## src/rtl/bnn_layer_sequencer.sv

```systemverilog
// Layer sequencer for a binary NN compute engine: walks a host-written layer table,
// issues one engine run per output neuron and ping-pongs two activation banks.
module bnn_layer_sequencer #(
  parameter  int W_ADDR_LEN = 17,
  parameter  int I_ADDR_LEN = 10,
  parameter  int MAX_LAYERS = 4,
  parameter  int TIMEOUT    = 4096,
  localparam int LIDX_W     = $clog2(MAX_LAYERS)
) (
  input  logic                  i_clk,
  input  logic                  i_rst_n,
  input  logic                  i_cfg_we,
  input  logic [LIDX_W-1:0]     i_cfg_idx,
  input  logic [I_ADDR_LEN:0]   i_cfg_n_in,
  input  logic [I_ADDR_LEN:0]   i_cfg_n_out,
  input  logic [W_ADDR_LEN-1:0] i_cfg_w_base,
  input  logic [LIDX_W:0]       i_num_layers,
  input  logic                  i_start,
  input  logic                  i_abort,
  output logic                  o_busy,
  output logic                  o_done,
  output logic                  o_err,
  output logic                  o_result_bank,
  output logic                  o_eng_start,
  input  logic                  i_eng_finish,
  output logic [W_ADDR_LEN-1:0] o_eng_w_base,
  output logic [I_ADDR_LEN:0]   o_eng_n_in,
  output logic                  o_eng_in_bank,
  output logic [I_ADDR_LEN-1:0] o_eng_out_addr
);

  localparam int NW    = I_ADDR_LEN + 1;
  localparam int LW    = LIDX_W + 1;
  localparam int PW    = W_ADDR_LEN + I_ADDR_LEN + 2;
  localparam int TMO_W = $clog2(TIMEOUT + 1);
  localparam logic [NW-1:0]    N_MAX = {1'b1, {I_ADDR_LEN{1'b0}}};
  localparam logic [PW-1:0]    W_LIM = PW'(1) << W_ADDR_LEN;
  localparam logic [LW-1:0]    L_MAX = LW'(MAX_LAYERS);
  localparam logic [TMO_W-1:0] T_END = TMO_W'(TIMEOUT - 1);

  typedef enum logic [2:0] {
    S_IDLE, S_CHECK, S_ISSUE, S_WAIT, S_NEXT_N, S_NEXT_L, S_DONE
  } state_t;

  state_t                r_state;
  logic [NW-1:0]         r_tbl_n_in  [MAX_LAYERS];
  logic [NW-1:0]         r_tbl_n_out [MAX_LAYERS];
  logic [W_ADDR_LEN-1:0] r_tbl_w_base[MAX_LAYERS];
  logic [LW-1:0]         r_num_layers;
  logic [LIDX_W-1:0]     r_layer;
  logic [NW-1:0]         r_neuron;
  logic [NW-1:0]         r_n_in;
  logic [NW-1:0]         r_n_out;
  logic [W_ADDR_LEN-1:0] r_w_ptr;
  logic                  r_bank;
  logic [TMO_W-1:0]      r_tmo;

  logic [NW-1:0]         w_n_in;
  logic [NW-1:0]         w_n_out;
  logic [PW-1:0]         w_end;
  logic                  w_cfg_bad;

  assign w_n_in  = r_tbl_n_in[r_layer];
  assign w_n_out = r_tbl_n_out[r_layer];
  assign w_end   = PW'(r_tbl_w_base[r_layer]) + PW'(w_n_in) * PW'(w_n_out);
  assign w_cfg_bad = (r_num_layers == '0) || (r_num_layers > L_MAX) ||
                     (w_n_in == '0) || (w_n_in > N_MAX) ||
                     (w_n_out == '0) || (w_n_out > N_MAX) || (w_end > W_LIM);

  // Engine-side outputs come straight from registers that only move outside ISSUE/WAIT.
  assign o_eng_w_base   = r_w_ptr;
  assign o_eng_n_in     = r_n_in;
  assign o_eng_in_bank  = r_bank;
  assign o_eng_out_addr = r_neuron[I_ADDR_LEN-1:0];

  // Config table: writable by the host only while the sequencer is idle.
  always_ff @(posedge i_clk or negedge i_rst_n) begin
    if (!i_rst_n) begin
      for (int i = 0; i < MAX_LAYERS; i++) begin
        r_tbl_n_in[i]   <= '0;
        r_tbl_n_out[i]  <= '0;
        r_tbl_w_base[i] <= '0;
      end
    end else if (i_cfg_we && (r_state == S_IDLE)) begin
      r_tbl_n_in[i_cfg_idx]   <= i_cfg_n_in;
      r_tbl_n_out[i_cfg_idx]  <= i_cfg_n_out;
      r_tbl_w_base[i_cfg_idx] <= i_cfg_w_base;
    end
  end

  // Sequencer FSM with registered host/engine handshake outputs.
  always_ff @(posedge i_clk or negedge i_rst_n) begin
    if (!i_rst_n) begin
      r_state       <= S_IDLE;
      r_num_layers  <= '0;
      r_layer       <= '0;
      r_neuron      <= '0;
      r_n_in        <= '0;
      r_n_out       <= '0;
      r_w_ptr       <= '0;
      r_bank        <= 1'b0;
      r_tmo         <= '0;
      o_busy        <= 1'b0;
      o_done        <= 1'b0;
      o_err         <= 1'b0;
      o_result_bank <= 1'b0;
      o_eng_start   <= 1'b0;
    end else begin
      o_eng_start <= 1'b0;
      o_done      <= 1'b0;
      o_err       <= 1'b0;
      if (i_abort) begin
        r_state <= S_IDLE;
        o_busy  <= 1'b0;
      end else begin
        case (r_state)
          S_IDLE: begin
            if (i_start) begin
              r_num_layers <= i_num_layers;
              r_layer      <= '0;
              r_neuron     <= '0;
              r_bank       <= 1'b0;
              r_w_ptr      <= r_tbl_w_base[0];
              o_busy       <= 1'b1;
              r_state      <= S_CHECK;
            end
          end
          S_CHECK: begin
            if (w_cfg_bad) begin
              o_done        <= 1'b1;
              o_err         <= 1'b1;
              o_result_bank <= ~r_bank;
              r_state       <= S_DONE;
            end else begin
              r_n_in      <= w_n_in;
              r_n_out     <= w_n_out;
              o_eng_start <= 1'b1;
              r_state     <= S_ISSUE;
            end
          end
          S_ISSUE: begin
            r_tmo   <= '0;
            r_state <= S_WAIT;
          end
          S_WAIT: begin
            if (i_eng_finish) begin
              r_state <= S_NEXT_N;
            end else if (r_tmo == T_END) begin
              o_done        <= 1'b1;
              o_err         <= 1'b1;
              o_result_bank <= ~r_bank;
              r_state       <= S_DONE;
            end else begin
              r_tmo <= r_tmo + TMO_W'(1);
            end
          end
          S_NEXT_N: begin
            r_neuron <= r_neuron + NW'(1);
            r_w_ptr  <= r_w_ptr + W_ADDR_LEN'(r_n_in);
            if (r_neuron == r_n_out - NW'(1)) begin
              r_state <= S_NEXT_L;
            end else begin
              o_eng_start <= 1'b1;
              r_state     <= S_ISSUE;
            end
          end
          S_NEXT_L: begin
            r_layer  <= r_layer + LIDX_W'(1);
            r_bank   <= ~r_bank;
            r_neuron <= '0;
            r_w_ptr  <= r_tbl_w_base[r_layer + LIDX_W'(1)];
            if ({1'b0, r_layer} == r_num_layers - LW'(1)) begin
              o_done        <= 1'b1;
              o_result_bank <= ~r_bank;
              r_state       <= S_DONE;
            end else begin
              r_state <= S_CHECK;
            end
          end
          S_DONE: begin
            o_busy  <= 1'b0;
            r_state <= S_IDLE;
          end
          default: begin
            o_busy  <= 1'b0;
            r_state <= S_IDLE;
          end
        endcase
      end
    end
  end

endmodule
```

## config.mk

```make
export PLATFORM = sky130hd
export DESIGN_NAME = bnn_layer_sequencer
export DESIGN_NICKNAME = d
export VERILOG_FILES = /design/src/rtl/bnn_layer_sequencer.sv
export SDC_FILE = /design/constraint.sdc
export NUM_CORES = 1
export LEC_CHECK = 0
export ABC_CLOCK_PERIOD_IN_PS = 18900
export CORE_ASPECT_RATIO = 1.25
export CORE_UTILIZATION = 25
export CTS_BUF_LIST = sky130_fd_sc_hd__clkbuf_16
export CTS_CLUSTER_SIZE = 10
export DETAILED_ROUTE_END_ITERATION = 10
export PLACE_DENSITY = 0.52
export SYNTH_ARGS = -nofsm -noshare
export SYNTH_HDL_FRONTEND = slang
export SYNTH_SLANG_ARGS = --single-unit
```

## constraint.sdc

```tcl
create_clock -name i_clk -period 18.9 [get_ports i_clk]
set_input_delay 4.725 -clock i_clk [delete_from_list [all_inputs] [get_ports i_clk]]
set_output_delay 4.725 -clock i_clk [all_outputs]
set_load 0.005 [all_outputs]
```

# Word-level counts from Yosys, hierarchy flattened

Index checks and enable logic that the tools add are counted.
W data, S select, Z words.

$add $sub $neg: 7
$mul: 1
$lt $le $gt $ge: 8
Equal/unequal tests: 17
Mux-type cells: 58
Bitwise operators: 6
Reduce and logical (&&, ||, !) cells: 25

Operators by type and width:

| operator                | number |
|---|---|
| $mux W17                | 6 |
| $bwmux W44              | 2 |
| $bmux W17 S2            | 2 |
| $bwmux W68              | 1 |
| $mux W11                | 6 |
| $pmux W17 S3            | 1 |
| $bmux W11 S2            | 2 |
| $demux W17 S2           | 1 |
| $pmux W11 S3            | 1 |
| $mux W13                | 2 |
| $pmux W13 S2            | 1 |
| $add A17 B22 Y23        | 1 |
| $gt A23 B18 Y1 const B  | 1 |
| $demux W11 S2           | 1 |
| $gt A11 B11 Y1 const B  | 2 |
| $logic_not A11 Y1       | 2 |
| $mul A11 B11 Y22        | 1 |
| $mux W3                 | 7 |
| $pmux W3 S6             | 1 |
| $add A17 B11 Y17        | 1 |
| $mux W1                 | 16 |
| $add A13 B1 Y13 const B | 1 |
| $eq A13 B12 Y1 const B  | 1 |
| $ne A2 B2 Y1 const B    | 6 |
| other kinds (31)        | 56 |

Register bits: 233
Bits of input ports: 50
Output and inout port bits: 44
Logic and storage cells: 148

# Logic depth before layout (Yosys ltp)

Gate-level depths: netlist of the first run.

Depth after elaboration: 13
Gate-level depth with buffers: 26
Mapped depth without buffers: 21

# Worst setup path after synthesis of the first run

No wires, ideal clock.

Kind: register to register
Start: reg r_layer[0]
End: reg r_n_in[0], in the netlist o_eng_n_in[0]
Setup time: 0.125 ns
Arrival time: 6.828 ns
Data required time: 18.775 ns
Path slack: 11.947 ns
Stages on the path, launching flop included: 25
Buffers on the path: 4
Clock period less this slack: 6.953 ns
Cells stage by stage: dfrtp_1 buf_4 buf_6 mux4_2 clkbuf_1 and2_1 fa_1 inv_1 fa_1 inv_1 fa_1 fa_1 inv_1 fa_1 inv_1 ha_1 or2_2 a31o_1 nor2b_1 a2111oi_2 and4b_1 nand4b_1 a2111o_1 buf_6 mux2_4

Word-level cells in the longest chain between the ends: 12
Elaborated cells between the ends (all ways): 24
Those cells by class: add/sub (1); mul (1); order compare (3); mux (9); bitwise (2); reduce/logical (8)

Ends and longest elaborated chain:

| item                                                      | line       | text |
|---|---|---|
| start, declared                                           | 50         | `logic [LIDX_W-1:0] r_layer;` |
| start signal, assigned                                    | 168        | `r_layer <= r_layer + LIDX_W'(1);` |
| $not A2 Y3 (not written as such) *                        | 63, 64, 65 |  |
| branches (longest 11 deep; another with $add A17 B22 Y23) | --         |  |
| end signal, assigned                                      | 135        | `r_n_in <= w_n_in;` |
| end, declared                                             | 52         | `logic [NW-1:0] r_n_in;` |

Mark *: on every way between the ends. The select of a mux whose other input is x is not followed.
A chain may end at the register's enable or synchronous reset.

# Final worst setup path of the first run

Ends and elaborated chain as after synthesis.

==> results of run 1 <==
[critical path, cell delays in order (launching register included)]
cell and delay [ps]:
dfrtp_4 580, buf_4 660, mux4_2 780, and2_1 250
fa_1 500, inv_1 60, fa_1 530, inv_1 50
fa_1 500, fa_1 550, inv_1 60, fa_1 520
inv_1 40, ha_1 370, a21o_1 230, a31oi_1 310
o221ai_1 160, a311oi_1 280, and4b_1 250, nand4b_1 180
a2111o_1 440, buf_4 280, mux2_4 350
[synth_stat cells, types with 26 or more instances]
| library cell | count | area, um2 |
|---|---|---|
| inv_1 | 171 | 642 |
| nand2_1 | 152 | 571 |
| dfrtp_1 | 233 | 5830 |
| mux4_2 | 56 | 1260 |
| o21ai_0 | 40 | 200 |
| xor2_1 | 26 | 228 |
| nor2_1 | 71 | 267 |
| mux2_2 | 162 | 1820 |
| ha_1 | 77 | 963 |
| clkbuf_1 | 57 | 214 |
| a21oi_1 | 46 | 230 |
| and2_1 | 46 | 288 |
| fa_1 | 99 | 1980 |
[worst min path at each step]
stage | endpoint | slack (ps)
final | r_tbl_n_out[1] | 500
after global routing | r_tbl_n_in[7] | 510
after CTS | r_tbl_n_in[12] | 500
after detailed placement | r_tbl_n_in[12] | 490
after global placement | r_tbl_n_in[22] | 480
after floorplan | r_tbl_n_in[11] | 470
[kinds of logic (layout without fill, tap and decap cells)]
group,Yosys count,in the layout,synth area share [%]
AOI/OAI and AO/OA,195,195,7.75
xor gates and xnor gates,42,42,2.19
adders and majority gates,176,176,17.5
buffers and inverters,260,314,6.33
DFF,233,233,34.6
muxes,247,247,20.6
and+or+nand+nor,386,386,11.0
[area by class of cell]
| cell class | count | area [um2] |
|---|---|---|
| Inverter | 172 | 646 |
| Tap cell | 864 | 1080 |
| Sequential cell | 233 | 5840 |
| Timing Repair Buffer | 108 | 1050 |
| Clock inverter | 7 | 32.5 |
| Fill cell | 6891 | 47400 |
| Clock buffer | 27 | 676 |
| Multi-Input combinational cell | 1046 | 9950 |
[state kept, by name, indices dropped and copies added (netlist names), 2 cells and up]
signal        cells
r_tbl_w_base     68
r_neuron         11
r_tbl_n_out      44
r_num_layers      3
r_tbl_n_in       44
r_n_out          11
r_state           3
o_eng_w_base     17
r_layer           2
o_eng_n_in       11
r_tmo            13
[per-layer routing]
layer	vias to the layer above	wire, um	GRT usage [%]
li1	5401	-	-
met1	6203	20700	18.2
met2	203	23400	23.9
met3	56	1440	1.54
met4	0	1050	3.85
met5	-	0	0
[through the flow]
step           setup WS, ps  area (um2)  std cells  hold WS, ps
6_report              10760       19300       2457          498
5_1_grt               10390       19300       2457          514
4_1_cts               10710       19300       2457          502
3_5_place_dp          10730       18600       2423          488
3_3_place_gp          10820       18600       2423          483
2_1_floorplan         11950       16800       1539          474
==> flow_summary_export.csv, run 1 <==
group,metric,value,unit
detailed_routing,viasPerCell,4.83,
synth,ys.flop_type,"dfrtp_1",
finish,syn2layout_area_growth,14.5,%
grt,grt_pass1_wl,74.0,mm
detailed_routing,ant_nets,0,
timing,fin_crit_sh,43.1,%
hold_path,hold_start,"r_tbl_n_out[1]",
synth,ys_ff_latch,233,
timing,skew,16.4,ps
detailed_routing,drt-initial-drc-count,587,
detailed_routing,first_pass_iters,5,
timing,drv_slew,0,
clock_tree,max-clock-path-buffers,3,
finish,n_antenna_cell,0,
worst_setup_path,r2r_end,"o_eng_n_in[0]",
worst_setup_path,setup.worst_path.start,"r_layer[0]",
clock_tree,clk_latency,550,ps
die,rows,106,
grt,track_usage,13.9,%
die,start_util,25.2,%
finish,layout_common_cells,"dfrtp_1 (231), inv_1 (176), mux2_2 (162)",
grt,grt_overflow,0,
clock_tree,cts_resized,0,
grt,first_global_vias,12500,
die,core,66700,um2
worst_setup_path,crit_end,"o_eng_n_in[0]",
hold_path,min_path_type,"reg -> reg",
clock_tree,ctsHoldBuffers,0,
die,die_w,234,um
timing,fmax,123,MHz
detailed_routing,wl_per_cell,18.9,um
place,io_buffer_count,93,
synth,synth-edff-count,0,
synth,synth.cell_area,16800,um2
worst_setup_path,path_class,"reg -> reg",
synth,synth_warnings,0,
detailed_routing,totalWireLength,46.6,mm
grt,grt_max_degree,90,
synth,ys_types,71,
run_status,status,"completed",
synth,syn_inst,1539,
worst_setup_path,rr_startpoint,"r_layer[0]",
synth,avgSynthCellArea,10.9,um2
finish,final_common_cell,"dfrtp_1",
clock_tree,cts_root_buf,"clkbuf_16",
timing,rsz0062_at_grt,"no",
timing,finalHoldViolations,0,
clock_tree,cts_buffers,27,
hold_path,hold_path_depth,1,
timing,fin_tns_setup,0,ps
detailed_routing,num_vias,11900,
synth,syn-num-nets,1765,
worst_setup_path,r2r_slack,10760,ps
grt,antenna_found_initial,0,
detailed_routing,drt_drc_violations_left,0,
clock_tree,htreeDepth,1,
finish,nets,1814,
clock_tree,clock_sinks,233,
die,ioPinCount,94,
finish,drive_above_1_share,18.6,%
die,dieArea,68400,um2
synth,async_flop_share,100,%
timing,worst_pin_slew,1280,ps
timing,setup_viol,0,
die,chipHeight,292,um
timing,post-route-min-period,8140,ps
worst_setup_path,cp.arrival,8580,ps
clock_tree,cts_tree,"yes",
clock_tree,path_clk_slew,60,ps
worst_setup_path,start_kind,"register",
job,maxCapViolCount,0,
synth,yosysSeqAreaShare,34.6,%
place,hpwl,34.6,mm
worst_setup_path,r2r_cells,22,
place,place_congestion,0.823,
worst_setup_path,end_kind,"register",
timing,relSlewSlack,14.3,%
worst_setup_path,cp_max_fo,45,
clock_tree,post_cts_buffers,0,
finish,fin_util,28.9,%
worst_setup_path,required,19340,ps
Power of run 1 is not shown: default switching activity piles up to over one toggle a cycle in this logic, so the estimate is an artifact.
==> inputs of run 2 (changes only) <==
--- a/config.mk
+++ b/config.mk
@@ -5,13 +5,13 @@
 export SDC_FILE = /design/constraint.sdc
 export NUM_CORES = 1
 export LEC_CHECK = 0
-export ABC_CLOCK_PERIOD_IN_PS = 18900
+export ABC_CLOCK_PERIOD_IN_PS = 6700
 export CORE_ASPECT_RATIO = 1.25
 export CORE_UTILIZATION = 25
 export CTS_BUF_LIST = sky130_fd_sc_hd__clkbuf_16
 export CTS_CLUSTER_SIZE = 10
 export DETAILED_ROUTE_END_ITERATION = 10
-export PLACE_DENSITY = 0.52
+export PLACE_DENSITY = 0.53
 export SYNTH_ARGS = -nofsm -noshare
 export SYNTH_HDL_FRONTEND = slang
 export SYNTH_SLANG_ARGS = --single-unit
==> constraint.sdc (replaced) <==
create_clock -name i_clk -period 6.7 [get_ports i_clk]
set_input_delay 1.675 -clock i_clk [delete_from_list [all_inputs] [get_ports i_clk]]
set_output_delay 1.675 -clock i_clk [all_outputs]
set_load 0.005 [all_outputs]
==> run 2 against run 1 <==
  * The flow now finishes with violations (design-rule violations, negative setup slack)
  * Critical path depth unchanged
  * Core utilization increased by 1.9 points
  * Cell count increased by 4.8%
  * First-iteration DRC count increased by 16%
  * Maximum frequency grew 18%
  * Largest cell class unchanged
  * Flip-flop and latch count stayed put
==> flow_summary_export.csv, run 2 (same netlist as run 1, synthesis figures left out) <==
group,metric,value,unit
run_status,status,"finished with violations",
run_status,violations,"design-rule violations, negative setup slack",
detailed_routing,totalWireLength,47.9,mm
worst_setup_path,worst-path-buf-inv,6,
clock_tree,cts_buffers,27,
timing,rsz0062_at_grt,"yes",
timing,worst_pin_slew,1070,ps
detailed_routing,num_vias,12100,
die,rows,106,
worst_setup_path,end_kind,"register",
finish,largest_register,"r_tbl_w_base",
worst_setup_path,cpPeakStageDelay,610,ps
grt,grt_pass1_wl,75.1,mm
worst_setup_path,cp.arrival,7330,ps
finish,layout_common_cells,"dfrtp_1 (231), inv_1 (171), mux2_2 (162)",
worst_setup_path,cp_top_family,"adder cells",
job,maxCapViolCount,0,
timing,post-route-min-period,6910,ps
finish,fin_cells,2574,
timing,skew,14.9,ps
finish,reg_top3,"r_tbl_w_base x68, r_tbl_n_in x44, r_tbl_n_out x44",
worst_setup_path,crit_path_frequent_cell,"fa_1",
detailed_routing,ant_nets,0,
clock_tree,path_clk_slew,60,ps
finish,nets,1932,
clock_tree,clk_latency,540,ps
worst_setup_path,slowest_stage,"mux4_2",
die,core,66700,um2
grt,grt_overflow,0,
worst_setup_path,cp_max_fo,23,
place,io_buffer_count,93,
die,die_w,234,um
timing,drv_slew,0,
worst_setup_path,start_kind,"register",
clock_tree,htreeDepth,1,
die,chipHeight,292,um
finish,n_antenna_cell,0,
hold_path,min_path_type,"reg -> reg",
worst_setup_path,crit_chain,"buf_12, mux4_2, and2_4, fa_1, inv_2, fa_1, inv_2, fa_1, fa_1, inv_2, fa_1, inv_2, ha_4, a21o_4, a31oi_4, o221ai_2, a311oi_1, and4b_1, nand4b_1, a2111o_1, buf_12, mux2_4",
place,hpwl,36.8,mm
detailed_routing,first_pass_iters,8,
finish,fin_util,30.8,%
grt,track_usage,14.1,%
clock_tree,max-clock-path-buffers,3,
finish,final_common_cell,"dfrtp_1",
grt,antenna_found_initial,0,
detailed_routing,drt-initial-drc-count,683,
finish,largest_reg_flops,68,
finish,syn2layout_area_growth,22.0,%
die,ioPinCount,94,
grt,first_global_vias,13000,
timing,fin_crit_sh,103,%
place,place_congestion,0.843,
grt,grt_max_degree,133,
clock_tree,clock_sinks,233,
worst_setup_path,required,7120,ps
clock_tree,cts_root_buf,"clkbuf_16",
worst_setup_path,path_class,"reg -> reg",
detailed_routing,drt_drc_violations_left,1,
place,dp_cells,2529,
timing,fmax,145,MHz
timing,setup_viol,27,
finish,drive_above_1_share,26.2,%
clock_tree,cts_tree,"yes",
die,start_util,25.2,%
timing,relSlewSlack,28.1,%
timing,setup_ws,-211,ps
die,dieArea,68400,um2
detailed_routing,wl_per_cell,18.6,um
detailed_routing,viasPerCell,4.71,
timing,finalHoldViolations,0,
==> run 2: stage by stage <==
stage                     hold slack, ps  setup WS, ps  area, um2  TNS (ps)
after floorplan                      474         0.217      16900         0
after global placement               481          -289      19500     -4240
after detailed placement             490          -379      19500     -5840
after CTS                            502          -168      20200     -3360
after global routing                 514          -420      20500    -10050
final                                498          -211      20500     -4340
==> run 2: final timing paths <==
check                           startpoint               to  slack [ps]  cells past startpoint
min                        r_tbl_n_out[11]  r_tbl_n_out[11]         500                      1
max                             r_layer[0]    o_eng_n_in[2]        -210                     22
min reg2reg                r_tbl_n_out[11]  r_tbl_n_out[11]         500                      1
min in group asynchronous          i_rst_n      r_neuron[7]        1050                      1
max in group asynchronous          i_rst_n       r_layer[0]        4510                      2
max reg2reg                     r_layer[0]    o_eng_n_in[2]        -210                     22
==> run 2: worst register-to-register path, cell delays in order (launching register included) <==
cell and delay, ps:
dfrtp_4 510, buf_12 160, mux4_2 610, and2_4 210, fa_1 510, inv_2 40
fa_1 550, inv_2 40, fa_1 500, fa_1 560, inv_2 40, fa_1 540
inv_2 50, ha_4 250, a21o_4 240, a31oi_4 200, o221ai_2 130, a311oi_1 270
and4b_1 230, nand4b_1 160, a2111o_1 440, buf_12 200, mux2_4 330
==> run 2: what timing repair did <==
item / in CTS / in global routing
hold buffers: 0 / 0
pin swaps: 2 / 1
buffers inserted: 2 / 7
cloned: 0 / 3
gates resized for setup: 10 / 34
endpoints found under the setup margin: 27 / 27
==> run 2: metal layers <==
metal,wire length (um),up-vias,GRT usage (%)
li1,-,5632,-
met1,20300,6216,17.1
met2,25100,197,25.6
met3,1160,67,1.28
met4,1320,0,4.55
met5,0,-,0
==> run 2: final cells by class <==
class                   count  area, um2
clock buffers              27        676
well taps                 864       1080
inverters                 172        646
fillers                  6769      46200
flip-flops and latches    233       5840
multi-input cells        1047      10200
repair buffers            225       2040
clock inverters             6       48.8
Power of run 2 is left out for the same reason.
==> inputs of run 3 (changes only) <==
--- a/config.mk
+++ b/config.mk
@@ -11,7 +11,8 @@
 export CTS_BUF_LIST = sky130_fd_sc_hd__clkbuf_16
 export CTS_CLUSTER_SIZE = 10
 export DETAILED_ROUTE_END_ITERATION = 10
-export PLACE_DENSITY = 0.53
+export DONT_BUFFER_PORTS = 1
+export PLACE_DENSITY = 0.52
 export SYNTH_ARGS = -nofsm -noshare
 export SYNTH_HDL_FRONTEND = slang
 export SYNTH_SLANG_ARGS = --single-unit
==> run 3 against run 2 <==
  * The flow still finishes with violations (design-rule violations, negative setup slack)
  * Cell count down 3.1%
  * Global-route usage hardly changed
  * Core utilization shrank 1.0 points
==> flow_summary_export.csv, run 3 (same netlist as run 1, synthesis figures left out) <==
group,metric,value,unit
finish,nets,1848,
detailed_routing,ant_nets,0,
timing,fmax,145,MHz
worst_setup_path,cp.arrival,7340,ps
clock_tree,path_clk_slew,60,ps
detailed_routing,drt-initial-drc-count,608,
place,placedInstanceArea,18500,um2
die,rows,106,
timing,finalHoldViolations,0,
worst_setup_path,end_kind,"register",
worst_setup_path,rr_startpoint,"r_layer[0]",
grt,grt_pass1_wl,75.0,mm
timing,skew,10.8,ps
timing,setup_viol,22,
worst_setup_path,path_class,"reg -> reg",
detailed_routing,first_pass_iters,8,
hold_path,hold-path-endpoint,"r_tbl_n_in[19]",
die,chipHeight,292,um
clock_tree,cts_tree,"yes",
finish,final_common_cell,"dfrtp_1",
hold_path,hold_path_depth,1,
grt,antenna_found_initial,0,
finish,largest_register,"r_tbl_w_base",
worst_setup_path,r2r_end,"o_eng_n_in[4]",
grt,grt_overflow,0,
timing,worst_pin_slew,1160,ps
place,hpwl,36.0,mm
worst_setup_path,r2r_cells,22,
worst_setup_path,r2r_slack,-210,ps
timing,fin_tns_setup,-4260,ps
die,start_util,25.2,%
clock_tree,max-clock-path-buffers,3,
clock_tree,ctsHoldBuffers,0,
detailed_routing,wl_per_cell,18.9,um
finish,n_antenna_cell,0,
die,dieArea,68400,um2
place,io_buffer_count,0,
detailed_routing,viasPerCell,4.76,
hold_path,min_path_type,"reg -> reg",
timing,post-route-min-period,6910,ps
run_status,status,"finished with violations",
worst_setup_path,required,7130,ps
timing,fin_crit_sh,103,%
clock_tree,cts_buffers,28,
grt,grt_max_degree,234,
place,place_congestion,0.863,
clock_tree,htreeDepth,1,
detailed_routing,drt_drc_violations_left,1,
finish,fill_cells,6818,
timing,setup_ws,-213,ps
finish,drive_above_1_share,29.8,%
run_status,violations,"design-rule violations, negative setup slack",
worst_setup_path,cp_max_fo,23,
die,die_w,234,um
detailed_routing,totalWireLength,47.2,mm
die,ioPinCount,94,
finish,reg_top3,"r_tbl_w_base x68, r_tbl_n_in x44, r_tbl_n_out x44",
timing,drv_slew,0,
grt,track_usage,14.0,%
hold_path,hold_start,"r_tbl_n_in[19]",
finish,largest_reg_flops,68,
job,maxCapViolCount,0,
finish,syn2layout_area_growth,18.0,%
finish,layout_common_cells,"dfrtp_1 (231), inv_1 (166), mux2_2 (162)",
worst_setup_path,start_kind,"register",
clock_tree,clock_sinks,233,
timing,relSlewSlack,22.2,%
timing,rsz0062_at_grt,"yes",
finish,postLayoutCellArea,19900,um2
die,core,66700,um2
clock_tree,cts_root_buf,"clkbuf_16",
detailed_routing,num_vias,11900,
grt,first_global_vias,12900,
clock_tree,clk_latency,550,ps
[run 3: through the flow]
step / instances / hold WS, ps / utilization, % / worst slack, ps
global placement: 2428 / 482 / 27.7 / -206
global route: 2493 / 507 / 29.8 / -387
detailed placement: 2428 / 488 / 27.7 / -241
floorplan: 1539 / 474 / - / 0.217
finish: 2493 / 501 / 29.8 / -213
CTS: 2491 / 502 / 29.6 / -214
[run 3: layer usage]
layer / GRT usage (%) / vias up / part of all wire [%] / wire length [um]
li1: - / 5477 / - / -
met1: 16.7 / 6148 / 41 / 19400
met2: 26.2 / 196 / 53 / 25000
met3: 1.93 / 55 / 3.7 / 1750
met4: 3.37 / 0 / 2.1 / 1010
met5: 0 / - / 0 / 0
[run 3: what timing repair did]
action                                  in CTS  in global routing
gates resized for setup                     48                 37
endpoints found under the setup margin      27                 27
cloned                                       2                  0
pin swaps                                   13                 20
setup buffers                               25                  5
hold endpoints to repair                     0                  0
[run 3: how the worst max path moves through the flow]
stage / from / to / slack [ps] / cells after the start
after floorplan: r_layer[0] / o_eng_n_in[0] / 0.2 / 24
after global placement: r_layer[0] / o_result_bank / -210 / 23
after detailed placement: r_layer[0] / o_eng_n_in[1] / -240 / 22
after CTS: r_layer[0] / o_eng_n_in[2] / -210 / 23
after global routing: r_layer[0] / o_eng_n_in[1] / -390 / 22
final: r_layer[0] / o_eng_n_in[4] / -210 / 22
[run 3: cell type report]
class | instances | area (um2) | area share [%]
repair buffers | 141 | 1200 | 6.05
well taps | 864 | 1080 | 5.44
inverters | 172 | 646 | 3.25
clock inverters | 8 | 61.3 | 0.309
flip-flops and latches | 233 | 5840 | 29.4
multi-input cells | 1046 | 10300 | 51.9
clock buffers | 29 | 726 | 3.65
[run 3: critical path: stages (launching register included)]
cell and delay (ps):
dfrtp_4 500, buf_12 150, mux4_2 610, and2_4 210
fa_1 540, inv_2 40, fa_1 540, inv_2 40
fa_1 510, fa_1 570, inv_2 40, fa_1 540
inv_2 50, ha_4 240, a21o_4 230, a31oi_4 180
o221ai_2 110, a311oi_1 250, and4b_1 240, nand4b_1 160
a2111o_1 490, buf_12 190, mux2_4 310
Power of run 3 is left out for the same reason.
